--- src/rtl/vga_sync_monitor.sv ---
// VGA timing monitor: recovers h/v position from sync edges, locks onto the expected
// raster and reports a per-frame bounding box of white pixels. VGA_MON_ERR_CNT_EN adds an error counter.
module vga_sync_monitor #(
    parameter int H_TOTAL     = 800,
    parameter int H_SYNC      = 96,
    parameter int H_ACT_START = 144,
    parameter int H_ACT_END   = 784,
    parameter int V_TOTAL     = 525,
    parameter int V_SYNC      = 2,
    parameter int V_ACT_START = 35,
    parameter int V_ACT_END   = 515
) (
    input  logic       clk,
    input  logic       rst,
    input  logic       pix_en,
    input  logic       h_sync,
    input  logic       v_sync,
    input  logic [2:0] red,
    input  logic [2:0] green,
    input  logic [2:0] blue,
    output logic       locked,
    output logic [9:0] h_pos,
    output logic [9:0] v_pos,
    output logic       active,
    output logic       frame_done,
    output logic       obj_valid,
    output logic [9:0] obj_x_min,
    output logic [9:0] obj_x_max,
    output logic [9:0] obj_y_min,
    output logic [9:0] obj_y_max,
    output logic [7:0] err_count
);

    // state     | meaning
    // SEARCH    | waiting for the first vertical sync edge
    // TRACK     | counting error-free frames before declaring lock
    // LOCKED    | timing verified, object box reported each frame
    localparam logic [1:0] ST_SEARCH = 2'd0;
    localparam logic [1:0] ST_TRACK  = 2'd1;
    localparam logic [1:0] ST_LOCKED = 2'd2;

    localparam logic [9:0] H_LAST = 10'(H_TOTAL - 1);
    localparam logic [9:0] V_LAST = 10'(V_TOTAL - 1);
    localparam logic [9:0] H_AS   = 10'(H_ACT_START);
    localparam logic [9:0] H_AE   = 10'(H_ACT_END);
    localparam logic [9:0] V_AS   = 10'(V_ACT_START);
    localparam logic [9:0] V_AE   = 10'(V_ACT_END);

    logic [1:0] state;
    logic       good_cnt;
    logic       prev_h;
    logic       prev_v;
    logic       h_rise;
    logic       v_rise;
    logic [9:0] h_nxt;
    logic [9:0] v_nxt;
    logic       act_nxt;
    logic       tracking;
    logic       line_err;
    logic       frame_err;
    logic       obj_px;
    logic [9:0] obj_x;
    logic [9:0] obj_y;
    logic       frame_close;
    logic       acc_seen;
    logic [9:0] acc_x_min;
    logic [9:0] acc_x_max;
    logic [9:0] acc_y_min;
    logic [9:0] acc_y_max;

    // Position and object tests use the values this sample will register.
    always_comb begin
        h_rise      = h_sync & ~prev_h;
        v_rise      = h_rise & v_sync & ~prev_v;
        h_nxt       = h_rise ? 10'd0 : ((h_pos == 10'h3ff) ? h_pos : h_pos + 10'd1);
        v_nxt       = v_rise ? 10'd0 :
                      (h_rise ? ((v_pos == 10'h3ff) ? v_pos : v_pos + 10'd1) : v_pos);
        act_nxt     = (h_nxt >= H_AS) && (h_nxt < H_AE) && (v_nxt >= V_AS) && (v_nxt < V_AE);
        tracking    = (state != ST_SEARCH);
        line_err    = tracking & h_rise & (h_pos != H_LAST);
        frame_err   = tracking & v_rise & (v_pos != V_LAST);
        obj_px      = (state == ST_LOCKED) & act_nxt & (&red) & (&green) & (&blue);
        obj_x       = h_nxt - H_AS;
        obj_y       = v_nxt - V_AS;
        frame_close = (state == ST_LOCKED) & v_rise & ~line_err & ~frame_err;
    end

    assign locked = (state == ST_LOCKED);

    always_ff @(posedge clk or posedge rst) begin
        if (rst) begin
            state    <= ST_SEARCH;
            good_cnt <= 1'b0;
        end else if (pix_en) begin
            case (state)
                ST_SEARCH: begin
                    if (v_rise) begin
                        state    <= ST_TRACK;
                        good_cnt <= 1'b0;
                    end
                end
                ST_TRACK: begin
                    if (line_err || frame_err) begin
                        state <= ST_SEARCH;
                    end else if (v_rise) begin
                        if (good_cnt) begin
                            state <= ST_LOCKED;
                        end
                        good_cnt <= 1'b1;
                    end
                end
                ST_LOCKED: begin
                    if (line_err || frame_err) begin
                        state <= ST_SEARCH;
                    end
                end
                default: state <= ST_SEARCH;
            endcase
        end
    end

    always_ff @(posedge clk or posedge rst) begin
        if (rst) begin
            prev_h <= 1'b0;
            prev_v <= 1'b0;
            h_pos  <= 10'd0;
            v_pos  <= 10'd0;
            active <= 1'b0;
        end else if (pix_en) begin
            prev_h <= h_sync;
            prev_v <= v_sync;
            h_pos  <= h_nxt;
            v_pos  <= v_nxt;
            active <= act_nxt;
        end
    end

    always_ff @(posedge clk or posedge rst) begin
        if (rst) begin
            acc_seen  <= 1'b0;
            acc_x_min <= 10'd0;
            acc_x_max <= 10'd0;
            acc_y_min <= 10'd0;
            acc_y_max <= 10'd0;
        end else if (pix_en) begin
            if (v_rise || (state != ST_LOCKED)) begin
                acc_seen  <= 1'b0;
                acc_x_min <= 10'd0;
                acc_x_max <= 10'd0;
                acc_y_min <= 10'd0;
                acc_y_max <= 10'd0;
            end else if (obj_px) begin
                acc_seen <= 1'b1;
                if (!acc_seen || (obj_x < acc_x_min)) acc_x_min <= obj_x;
                if (!acc_seen || (obj_x > acc_x_max)) acc_x_max <= obj_x;
                if (!acc_seen || (obj_y < acc_y_min)) acc_y_min <= obj_y;
                if (!acc_seen || (obj_y > acc_y_max)) acc_y_max <= obj_y;
            end
        end
    end

    always_ff @(posedge clk or posedge rst) begin
        if (rst) begin
            frame_done <= 1'b0;
            obj_valid  <= 1'b0;
            obj_x_min  <= 10'd0;
            obj_x_max  <= 10'd0;
            obj_y_min  <= 10'd0;
            obj_y_max  <= 10'd0;
        end else begin
            frame_done <= 1'b0;
            if (pix_en && frame_close) begin
                frame_done <= 1'b1;
                obj_valid  <= acc_seen;
                obj_x_min  <= acc_seen ? acc_x_min : 10'd0;
                obj_x_max  <= acc_seen ? acc_x_max : 10'd0;
                obj_y_min  <= acc_seen ? acc_y_min : 10'd0;
                obj_y_max  <= acc_seen ? acc_y_max : 10'd0;
            end
        end
    end

`ifdef VGA_MON_ERR_CNT_EN
    localparam logic [9:0] H_SYNC_W = 10'(H_SYNC);
    localparam logic [9:0] V_SYNC_W = 10'(V_SYNC);

    logic       hw_arm;
    logic       vw_arm;
    logic       h_width_err;
    logic       v_width_err;
    logic [2:0] err_inc;
    logic [8:0] err_sum;

    // Width checks fire once per pulse, on the first sample after the sync edge that sees it low.
    always_comb begin
        h_width_err = tracking & hw_arm & ~h_sync & (h_nxt != H_SYNC_W);
        v_width_err = tracking & vw_arm & h_rise & ~v_sync & (v_nxt != V_SYNC_W);
        err_inc     = {2'b00, line_err} + {2'b00, frame_err} +
                      {2'b00, h_width_err} + {2'b00, v_width_err};
        err_sum     = {1'b0, err_count} + {6'd0, err_inc};
    end

    always_ff @(posedge clk or posedge rst) begin
        if (rst) begin
            hw_arm    <= 1'b0;
            vw_arm    <= 1'b0;
            err_count <= 8'd0;
        end else if (pix_en) begin
            if (h_rise) begin
                hw_arm <= 1'b1;
            end else if (!h_sync) begin
                hw_arm <= 1'b0;
            end
            if (v_rise) begin
                vw_arm <= 1'b1;
            end else if (h_rise && !v_sync) begin
                vw_arm <= 1'b0;
            end
            err_count <= err_sum[8] ? 8'hff : err_sum[7:0];
        end
    end
`else
    assign err_count = 8'd0;
`endif

endmodule

--- config.mk ---
export PLATFORM = sky130hd
export DESIGN_NAME = vga_sync_monitor
export DESIGN_NICKNAME = d
export VERILOG_FILES = /design/src/rtl/vga_sync_monitor.sv
export SDC_FILE = /design/constraint.sdc
export NUM_CORES = 1
export LEC_CHECK = 0
export BUFFER_PORTS_ARGS = -buffer_cell sky130_fd_sc_hd__buf_2
export CAP_MARGIN = 20
export CORE_ASPECT_RATIO = 0.6
export CORE_MARGIN = 2
export CORE_UTILIZATION = 45
export DETAILED_ROUTE_END_ITERATION = 8
export GPL_TIMING_DRIVEN = 1
export PLACE_DENSITY = 0.72
export SLEW_MARGIN = 30
export SYNTH_ARGS = -nofsm -noshare
export SYNTH_HDL_FRONTEND = slang
export SYNTH_SLANG_ARGS = --single-unit
--- constraint.sdc ---
create_clock -name clk -period 5.3 [get_ports clk]
set_input_delay 0.795 -clock clk [delete_from_list [all_inputs] [get_ports clk]]
set_output_delay 0.795 -clock clk [all_outputs]
set_load 0.01 [all_outputs]
==> results of run 1 <==
## final cells by class
class,instances,area [um^2]
tap,198,248
clock inverter,6,53.8
inverter,75,284
timing repair buffer,89,475
multi-input combinational,531,3510
sequential,109,2730
fill,1354,7070
clock buffer,9,225
## layout by cell type (no fill, tap or decap), types with 12 or more instances in the layout
master	instances
a21oi_1	13
buf_2	77
buf_4	12
dfrtp_1	109
ha_1	44
inv_1	73
mux2_2	19
mux2i_1	18
nand2_1	128
nand3_1	65
nand4_1	19
nor2_1	17
o211ai_1	15
o21ai_0	30
## sequential cells by signal, indices dropped and copies added (netlist names)
name        cells
acc_seen        1
acc_x_max      10
acc_x_min      10
acc_y_max      10
acc_y_min      10
active          1
frame_done      1
good_cnt        1
h_pos          10
obj_valid       1
obj_x_max      10
obj_x_min      10
obj_y_max      10
obj_y_min      10
prev_h          1
prev_v          1
state           2
v_pos          10
## power breakdown
part           total [mW]  leakage [nW]  switching [mW]  internal (mW)
combinational       0.661          2.11           0.403          0.258
clock               0.651         0.134           0.326          0.325
sequential          0.941          1.51          0.0756          0.866
total                2.25          3.75           0.805           1.45
## critical path: cells and delay by family, from the launching register on
family          cells  cell delay, ps
flops               1             520
xor+xnor            1             210
compound gates      7            1240
simple gates        6            1800
fa+ha+maj           3             940
buf+inv             2             160
## layer usage
| layer | GRT usage [%] | vias up | routed length, um |
|---|---|---|---|
| met4 | 3.68 | 0 | 118 |
| met1 | 39.1 | 2721 | 9410 |
| li1 | - | 2751 | - |
| met2 | 27.6 | 272 | 6310 |
| met5 | 0 | - | 0 |
| met3 | 5.89 | 9 | 1700 |
## kinds of logic after synthesis
kind of cell,Yosys count
AO/OA/AOI/OAI,136
XOR/XNOR,8
adder cells (fa/ha/maj),44
buffers and inverters,125
flip-flops,109
multiplexers,37
other,1
AND/OR/NAND/NOR,298
## through the flow
step,power (mW),setup slack (ps)
finish,2.25,339
global route,2.39,23.0
CTS,2.25,425
detailed placement,1.60,470
global placement,1.59,711
floorplan,1.40,982
## worst paths after layout
kind / to / slack, ps / cells after the start / start
worst max-delay path: acc_y_min[1] / 340 / 19 / v_pos[0]
worst min-delay path: obj_y_max[1] / 460 / 2 / obj_y_max[1]
worst max register to register: acc_y_min[1] / 340 / 19 / v_pos[0]
worst min register to register: obj_y_max[1] / 460 / 2 / obj_y_max[1]
max in group asynchronous: v_pos[1] / 3580 / 3 / rst
min in group asynchronous: frame_done / 540 / 2 / rst
==> out/metrics.yaml, run 1 <==
outcome: "finished clean"
antenna_cells: 0
peakVddDrop_mv: 0.157
crit_path_start_kind: "flip-flop"
via_per_inst: 5.66
synth.top_cell.area_share_pct: 40.3
grt_overflow: 0
synth-async-reset-ratio_pct: 100
post_cts_resized: 0
syn_inst: 758
setup_tns_ps: 0
design_area_um2: 7520
cp.arrival_ps: 5240
placed_area_um2: 7240
start_util_pct: 46.4
synth_compound_area_share_pct: 14.4
powerDensity_nw_per_um2: 299
drv_slew: 0
setup_viol: 0
synth_ff_type: "dfrtp_1"
core_area_um2: 14600
drc: 0
synth_area_um2: 6760
grt_pass1_vias: 5199
routed_wl_mm: 17.5
ys_warn_count: 0
rsz0062_at_grt: "false"
hold_violations: 0
area_growth_pct: 11.2
clk_pin_slew_ps: 70
grt_util_all_layers_pct: 22.8
final_cell_count_no_fill: 1017
synth_most_common_cell: "nand2_1"
rows: 34
drive_above_1_share_pct: 18.6
synthTopCellsByArea: "dfrtp_1, ha_1, nand2_1"
yosysTopAreaCell: "dfrtp_1"
clkLatencyLatePin_ps: 360
synthAdderAreaFrac_pct: 8.14
cts_setup_buffers: 0
vias: 5753
critPathMaxStageDelay_ps: 550
clock.fmax_mhz: 202
ys_seq_area_share_pct: 40.3
synth_edf_count: 0
timing_worst_setup_path_type: "flip-flop to flip-flop"
crit_slowest_cell: "or3_1"
dieArea_um2: 16100
ioPinCount: 86
drtAntennaViolNets: 0
htree_levels: 3
grt_pass1_wl_mm: 28.7
avgRoutedWirePerCell_um: 17.2
fin_worst_skew_ps: 6.57
endpoint_kind: "flip-flop"
synthXorXnorAreaFrac_pct: 1.04
p_leak_nw: 3.75
crit_top_cell: "ha_1"
hp-class: "flip-flop to flip-flop"
drt_iter0_drc: 556
tritoncts: "done"
synth_cell_types: 75
port_buffers: 77
first_pass_iters: 5
whs_ps: 461
period_share_pct: 93.6
die_w_um: 162
synthMuxAreaShare_pct: 5.83
slew_headroom_pct: 41.2
grt_max_degree: 57
cts.sinks: 109
tightest_slew_ps: 876
cap_violations: 0
clockRootBuffer: "clkbuf_16"
synth_top_family_by_area: "simple AND/OR/NAND/NOR gates"
avgSynthCellArea_um2: 8.92
period_needed_ps: 4960
crit_chain: "ha_1, and3_1, a31oi_1, o21ai_0, nand2_1, ha_1, nor4_4, nor2_1, or3_1, xor2_1, inv_1, ha_1, o21a_1, o211ai_1, a211o_1, o211a_1, inv_1, or3_1, o22ai_2"
antenna_found_initial: 0
ctsHoldBuffers: 0
critPathRequiredTime_ps: 5580
die_h_um: 99.0
synth-seq-cells: 109
netlist_top_cells_count: "nand2_1, dfrtp_1, inv_1, nand3_1, ha_1"
fin_util_pct: 51.6
dp_hpwl_mm: 12.9
gp_congestion: 0.914
cts_buffer_depth: 2
synthSimpleGateAreaFrac_pct: 21.9
nets: 873
placed_cells: 1002
numCtsBuffers: 9
cp_max_fo: 11
Note: power is estimated with default switching activity, not from simulation.
==> inputs of run 2 (changes only) <==
--- a/config.mk
+++ b/config.mk
@@ -9,10 +9,10 @@
 export CAP_MARGIN = 20
 export CORE_ASPECT_RATIO = 0.6
 export CORE_MARGIN = 2
-export CORE_UTILIZATION = 45
+export CORE_UTILIZATION = 35
 export DETAILED_ROUTE_END_ITERATION = 8
 export GPL_TIMING_DRIVEN = 1
-export PLACE_DENSITY = 0.72
+export PLACE_DENSITY = 0.6
 export SLEW_MARGIN = 30
 export SYNTH_ARGS = -nofsm -noshare
 export SYNTH_HDL_FRONTEND = slang
==> out/metrics.yaml, run 2 (synthesized netlist as in run 1, its figures left out) <==
cp.arrival_ps: 5220  # was 5240 ps
cap_violations: 0  # unchanged
grt_util_all_layers_pct: 18.6  # was 22.8%
drc: 0  # unchanged
final_cell_count_no_fill: 1069  # was 1017
via_per_inst: 5.36  # was 5.66
tritoncts: "done"  # unchanged
area_growth_pct: 12.9  # was 11.2%
port_buffers: 77  # unchanged
peakVddDrop_mv: 0.155  # was 0.157 mV
numCtsBuffers: 9  # unchanged
die_h_um: 112  # was 99.0 um
critPathMaxStageDelay_ps: 540  # was 550 ps
crit_top_cell: "ha_1"  # unchanged
layout_commonest_cell: "nand2_1"  # unchanged
core_area_um2: 19000  # was 14600 um^2
critPathRequiredTime_ps: 5590  # was 5580 ps
gp_congestion: 0.895  # was 0.914
grt_pass1_wl_mm: 29.9  # was 28.7 mm
grt_pass1_vias: 5192  # was 5199
powerDensity_nw_per_um2: 304  # was 299 nW/um^2
grt_overflow: 0  # unchanged
clock.fmax_mhz: 203  # was 202 MHz
drt_iter0_drc: 470  # was 556
reg2reg_slack_ps: 360  # was 340 ps
rsz0062_at_grt: "false"  # unchanged
mostFrequentLayoutCells: "nand2_1, dfrtp_1, buf_2, inv_1, nand3_1"  # unchanged
outcome: "finished clean"  # unchanged
clkLatencyLatePin_ps: 370  # was 360 ps
setup_viol: 0  # unchanged
htree_levels: 3  # unchanged
ctsHoldBuffers: 0  # unchanged
crit_path_start_kind: "flip-flop"  # unchanged
cts.sinks: 109  # unchanged
endpoint_kind: "flip-flop"  # unchanged
hold_violations: 0  # unchanged
r2r-end: "acc_y_min[1]"  # unchanged
p_leak_nw: 3.78  # was 3.75 nW
cp_max_fo: 11  # unchanged
routed_wl_mm: 18.2  # was 17.5 mm
antenna_found_initial: 0  # unchanged
hp-class: "flip-flop to flip-flop"  # unchanged
worstHoldStart: "obj_x_max[0]"  # was obj_y_max[1]
period_needed_ps: 4940  # was 4960 ps
vias: 5725  # was 5753
cts_buffer_depth: 2  # unchanged
clockRootBuffer: "clkbuf_16"  # unchanged
timing_worst_setup_path_type: "flip-flop to flip-flop"  # unchanged
nets: 876  # was 873
fin_worst_skew_ps: 15.0  # was 6.57 ps
hold_end: "obj_x_max[0]"  # was obj_y_max[1]
rows: 39  # was 34
crit_family: "simple AND/OR/NAND/NOR gates"  # unchanged
clk_pin_slew_ps: 80  # was 70 ps
period_share_pct: 93.2  # was 93.6%
hold_path_depth: 2  # unchanged
placed_cells: 1053  # was 1002
avgRoutedWirePerCell_um: 17.1  # was 17.2 um
die_w_um: 183  # was 162 um
crit_slowest_cell: "or3_1"  # unchanged
start_util_pct: 35.6  # was 46.4%
ioPinCount: 86  # unchanged
dieArea_um2: 20500  # was 16100 um^2
regToRegStartpoint: "v_pos[0]"  # unchanged
whs_ps: 466  # was 461 ps
drive_above_1_share_pct: 18.8  # was 18.6%
drv_slew: 0  # unchanged
crit_chain: "ha_1, and3_1, a31oi_1, o21ai_1, nand2_1, ha_1, nor4_4, nor2_1, or3_1, xor2_1, inv_1, ha_1, o21a_1, o211ai_1, a211o_1, o211a_1, inv_1, or3_1, o22ai_2"  # was ha_1, and3_1, a31oi_1, o21ai_0, nand2_1, ha_1, nor4_4, nor2_1, or3_1, xor2_1, inv_1, ha_1, o21a_1, o211ai_1, a211o_1, o211a_1, inv_1, or3_1, o22ai_2
slew_headroom_pct: 47.2  # was 41.2%
power_mw: 2.32  # was 2.25 mW
critPathBufInv: 2  # unchanged
grt_max_degree: 77  # was 57
setup_tns_ps: 0  # unchanged
first_pass_iters: 6  # was 5
drtAntennaViolNets: 0  # unchanged
tightest_slew_ps: 792  # was 876 ps
dp_hpwl_mm: 13.4  # was 12.9 mm
antenna_cells: 0  # unchanged
r2r_cells: 19  # unchanged
-- run 2: power breakdown --
| group | internal [mW] | switching (mW) |
|---|---|---|
| clock network | 0.377 | 0.341 |
| logic | 0.261 | 0.407 |
| registers | 0.866 | 0.0696 |
-- run 2: cell type report --
type	instances	area [um^2]
Fill cell	1929	11300
Multi-Input combinational cell	531	3510
Sequential cell	109	2730
Timing Repair Buffer	92	498
Tap cell	246	308
Inverter	75	287
Clock buffer	10	229
Clock inverter	6	81.3
-- run 2: per-stage QoR --
stage	setup slack, ps	instance area (um^2)	util [%]
global placement	557	7320	38.6
finish	362	7640	40.2
floorplan	982	6790	-
CTS	365	7630	40.2
global route	5.86	7640	40.2
detailed placement	387	7320	38.6
-- run 2: routing by layer --
| layer | wire length, um | vias up | global-route usage [%] |
|---|---|---|---|
| met5 | 0 | - | 0 |
| met4 | 127 | 0 | 2.88 |
| met3 | 1450 | 14 | 4.55 |
| met2 | 6420 | 220 | 21.5 |
| met1 | 10300 | 2723 | 32.9 |
| li1 | - | 2768 | - |
-- run 2: what timing repair did --
action / in CTS / in global routing
setup endpoints to repair: 0 / 18
buffers inserted: 0 / 0
resized for setup: 0 / 2
-- run 2: how the worst max path moves through the flow --
stage          slack, ps  cells past startpoint  startpoint           end
6_report             360                     19    v_pos[0]  acc_y_min[1]
5_1_grt                6                     18    v_pos[0]  acc_y_min[2]
4_1_cts              360                     19    v_pos[0]  acc_y_min[1]
3_5_place_dp         390                     19    v_pos[0]  acc_y_min[1]
3_3_place_gp         560                     20    v_pos[0]  acc_y_min[1]
2_1_floorplan        980                     21      h_sync  acc_y_min[1]
-- run 2: tightest hold or removal path, delay by kind of cell (launching register included) --
kind / cells / cell delay (ps)
DFF: 1 / 340
and+or+nand+nor: 2 / 100
==> inputs of run 3 (changes only) <==
--- a/config.mk
+++ b/config.mk
@@ -8,11 +8,11 @@
 export BUFFER_PORTS_ARGS = -buffer_cell sky130_fd_sc_hd__buf_2
 export CAP_MARGIN = 20
 export CORE_ASPECT_RATIO = 0.6
-export CORE_MARGIN = 2
 export CORE_UTILIZATION = 35
+export CTS_BUF_LIST = sky130_fd_sc_hd__clkbuf_8 sky130_fd_sc_hd__clkbuf_16
 export DETAILED_ROUTE_END_ITERATION = 8
 export GPL_TIMING_DRIVEN = 1
-export PLACE_DENSITY = 0.6
+export PLACE_DENSITY = 0.52
 export SLEW_MARGIN = 30
 export SYNTH_ARGS = -nofsm -noshare
 export SYNTH_HDL_FRONTEND = slang
==> out/metrics.yaml, run 3 (synthesized netlist as in run 1, its figures left out) <==
first_pass_iters: 5  # was 6
via_per_inst: 5.34  # was 5.36
drv_slew: 0  # unchanged
crit_slowest_cell: "or3_1"  # unchanged
cp.arrival_ps: 5370  # was 5220 ps
powerDensity_nw_per_um2: 299  # was 304 nW/um^2
fin_util_pct: 41.3  # was 40.2%
clk_pin_slew_ps: 80  # about the same
rows: 38  # was 39
antenna_found_initial: 0  # unchanged
area_growth_pct: 12.8  # was 12.9%
slew_headroom_pct: 34.5  # was 47.2%
numCtsBuffers: 9  # unchanged
timing_worst_setup_path_type: "flip-flop to flip-flop"  # unchanged
cts.sinks: 109  # unchanged
grt_overflow: 0  # unchanged
power_frac_comb_pct: 28.6  # was 28.8%
routed_wl_mm: 18.7  # was 18.2 mm
die_h_um: 110  # was 112 um
dp_hpwl_mm: 13.9  # was 13.4 mm
antenna_cells: 0  # unchanged
grt_util_all_layers_pct: 19.8  # was 18.6%
critPathMaxStageDelay_ps: 540  # about the same
port_buffers: 77  # unchanged
nets: 876  # unchanged
avgRoutedWirePerCell_um: 17.6  # was 17.1 um
rsz0062_at_grt: "false"  # unchanged
gp_congestion: 0.886  # was 0.895
ioPinCount: 86  # unchanged
dieArea_um2: 19900  # was 20500 um^2
r2r_cells: 19  # unchanged
cts_buffer_depth: 2  # unchanged
pwr-share-clk_pct: 30.1  # was 30.9%
htree_levels: 3  # unchanged
hp-class: "flip-flop to flip-flop"  # unchanged
vias: 5676  # was 5725
dp_slack_ps: -19.8  # was 387 ps
drt_iter0_drc: 524  # was 470
layout_commonest_cell: "nand2_1"  # unchanged
worstHoldStart: "obj_x_max[3]"  # was obj_x_max[0]
clockRootBuffer: "clkbuf_16"  # unchanged
hold_path_depth: 2  # unchanged
intPower_mw: 1.46  # was 1.50 mW
peakVddDrop_mv: 0.142  # was 0.155 mV
grt_pass1_wl_mm: 30.2  # was 29.9 mm
outcome: "finished clean"  # unchanged
mostFrequentLayoutCells: "nand2_1, dfrtp_1, buf_2, inv_1, nand3_1"  # unchanged
crit_path_start_kind: "flip-flop"  # unchanged
grt_pass1_vias: 5286  # was 5192
r2r-end: "acc_y_min[3]"  # was acc_y_min[1]
start_util_pct: 36.6  # was 35.6%
period_share_pct: 96.0  # was 93.2%
setup_viol: 0  # unchanged
drc: 0  # unchanged
critPathRequiredTime_ps: 5580  # was 5590 ps
crit_family: "simple AND/OR/NAND/NOR gates"  # unchanged
drtAntennaViolNets: 0  # unchanged
crit_chain: "ha_1, and3_1, a31oi_1, o21ai_2, nand2_1, ha_1, nor4_4, nor2_1, or3_1, xor2_2, inv_1, ha_1, o21a_1, o211ai_1, a211o_1, o211a_1, inv_1, or3_1, o22ai_1"  # was ha_1, and3_1, a31oi_1, o21ai_1, nand2_1, ha_1, nor4_4, nor2_1, or3_1, xor2_1, inv_1, ha_1, o21a_1, o211ai_1, a211o_1, o211a_1, inv_1, or3_1, o22ai_2
endpoint_kind: "flip-flop"  # unchanged
drive_above_1_share_pct: 19.4  # was 18.8%
hold_violations: 0  # unchanged
cap_violations: 0  # unchanged
crit_top_cell: "ha_1"  # unchanged
core_area_um2: 18500  # was 19000 um^2
p_leak_nw: 3.78  # about the same
period_needed_ps: 5090  # was 4940 ps
power.switching_uw: 825  # was 818 uW
cp_max_fo: 9  # was 11
tritoncts: "done"  # unchanged
regToRegStartpoint: "v_pos[1]"  # was v_pos[0]
p_sw_share_pct: 36.1  # was 35.2%
p_seq_share_pct: 41.3  # was 40.3%
grt_max_degree: 78  # was 77
ctsHoldBuffers: 0  # unchanged
die_w_um: 181  # was 183 um
clock.fmax_mhz: 196  # was 203 MHz
hold_end: "obj_x_max[3]"  # was obj_x_max[0]
reg2reg_slack_ps: 210  # was 360 ps
clkLatencyLatePin_ps: 360  # was 370 ps
nFillCells: 1837  # was 1929
fin_worst_skew_ps: 7.27  # was 15.0 ps
critPathBufInv: 2  # unchanged
fin_ws_ps: 210  # was 362 ps
cp-startpoint: "v_pos[1]"  # was v_pos[0]
tightest_slew_ps: 983  # was 792 ps
## run 3: power by group through the flow
stage / registers (mW) / logic [mW] / clock network, mW
after global placement: 0.952 / 0.634 / 0
after floorplan: 0.933 / 0.463 / 0
after CTS: 0.939 / 0.647 / 0.714
final: 0.942 / 0.654 / 0.687
after global routing: 0.952 / 0.728 / 0.745
after detailed placement: 0.955 / 0.643 / 0
## run 3: worst reg2reg max path, cell delays in order (launching register included)
cell      delay (ps)
dfrtp_1          510
ha_1             330
and3_1           290
a31oi_1          190
o21ai_2          290
nand2_1          170
ha_1             310
nor4_4           360
nor2_1           130
or3_1            360
xor2_2           260
inv_1            120
ha_1             310
o21a_1           120
o211ai_1         160
a211o_1          130
o211a_1          170
inv_1             50
or3_1            540
o22ai_1          200
## run 3: what timing repair did
action | CTS | global route
buffers inserted | 0 | 0
gates resized for setup | 1 | 4
setup endpoints to repair | 7 | 19
## run 3: per-layer routing
layer  share of wire (%)  global-route usage [%]  vias to the layer above
met5                   0                       0                        -
met2                  36                    24.8                      177
met1                  57                    33.0                     2722
met3                 6.5                    4.11                       11
met4                0.63                    3.45                        0
li1                    -                       -                     2766
## run 3: how the worst max path moves through the flow
stage	to	slack (ps)	cells past startpoint
final	acc_y_min[3]	210	19
after floorplan	acc_y_min[1]	980	21
after detailed placement	acc_y_min[3]	-20	19
after global placement	acc_y_min[1]	230	19
after CTS	acc_y_min[3]	140	19
after global routing	acc_y_min[0]	0.7	19
## run 3: metrics by stage
step	std cells	TNS, ps	power [mW]	cell area (um^2)	hold WS (ps)
final	1063	0	2.28	7630	463
after CTS	1063	0	2.30	7610	470
after global placement	1047	0	1.59	7320	445
after floorplan	765	0	1.40	6790	461
after detailed placement	1047	-48.3	1.60	7320	451
after global routing	1063	0	2.43	7630	486
## run 3: final cells by class
type	count	area, um^2	area share, %
clock buffer	10	239	3.13
multi-input combinational	531	3520	46.2
inverter	75	287	3.75
tap	240	300	3.94
clock inverter	6	53.8	0.705
timing repair buffer	92	498	6.53
sequential	109	2730	35.8
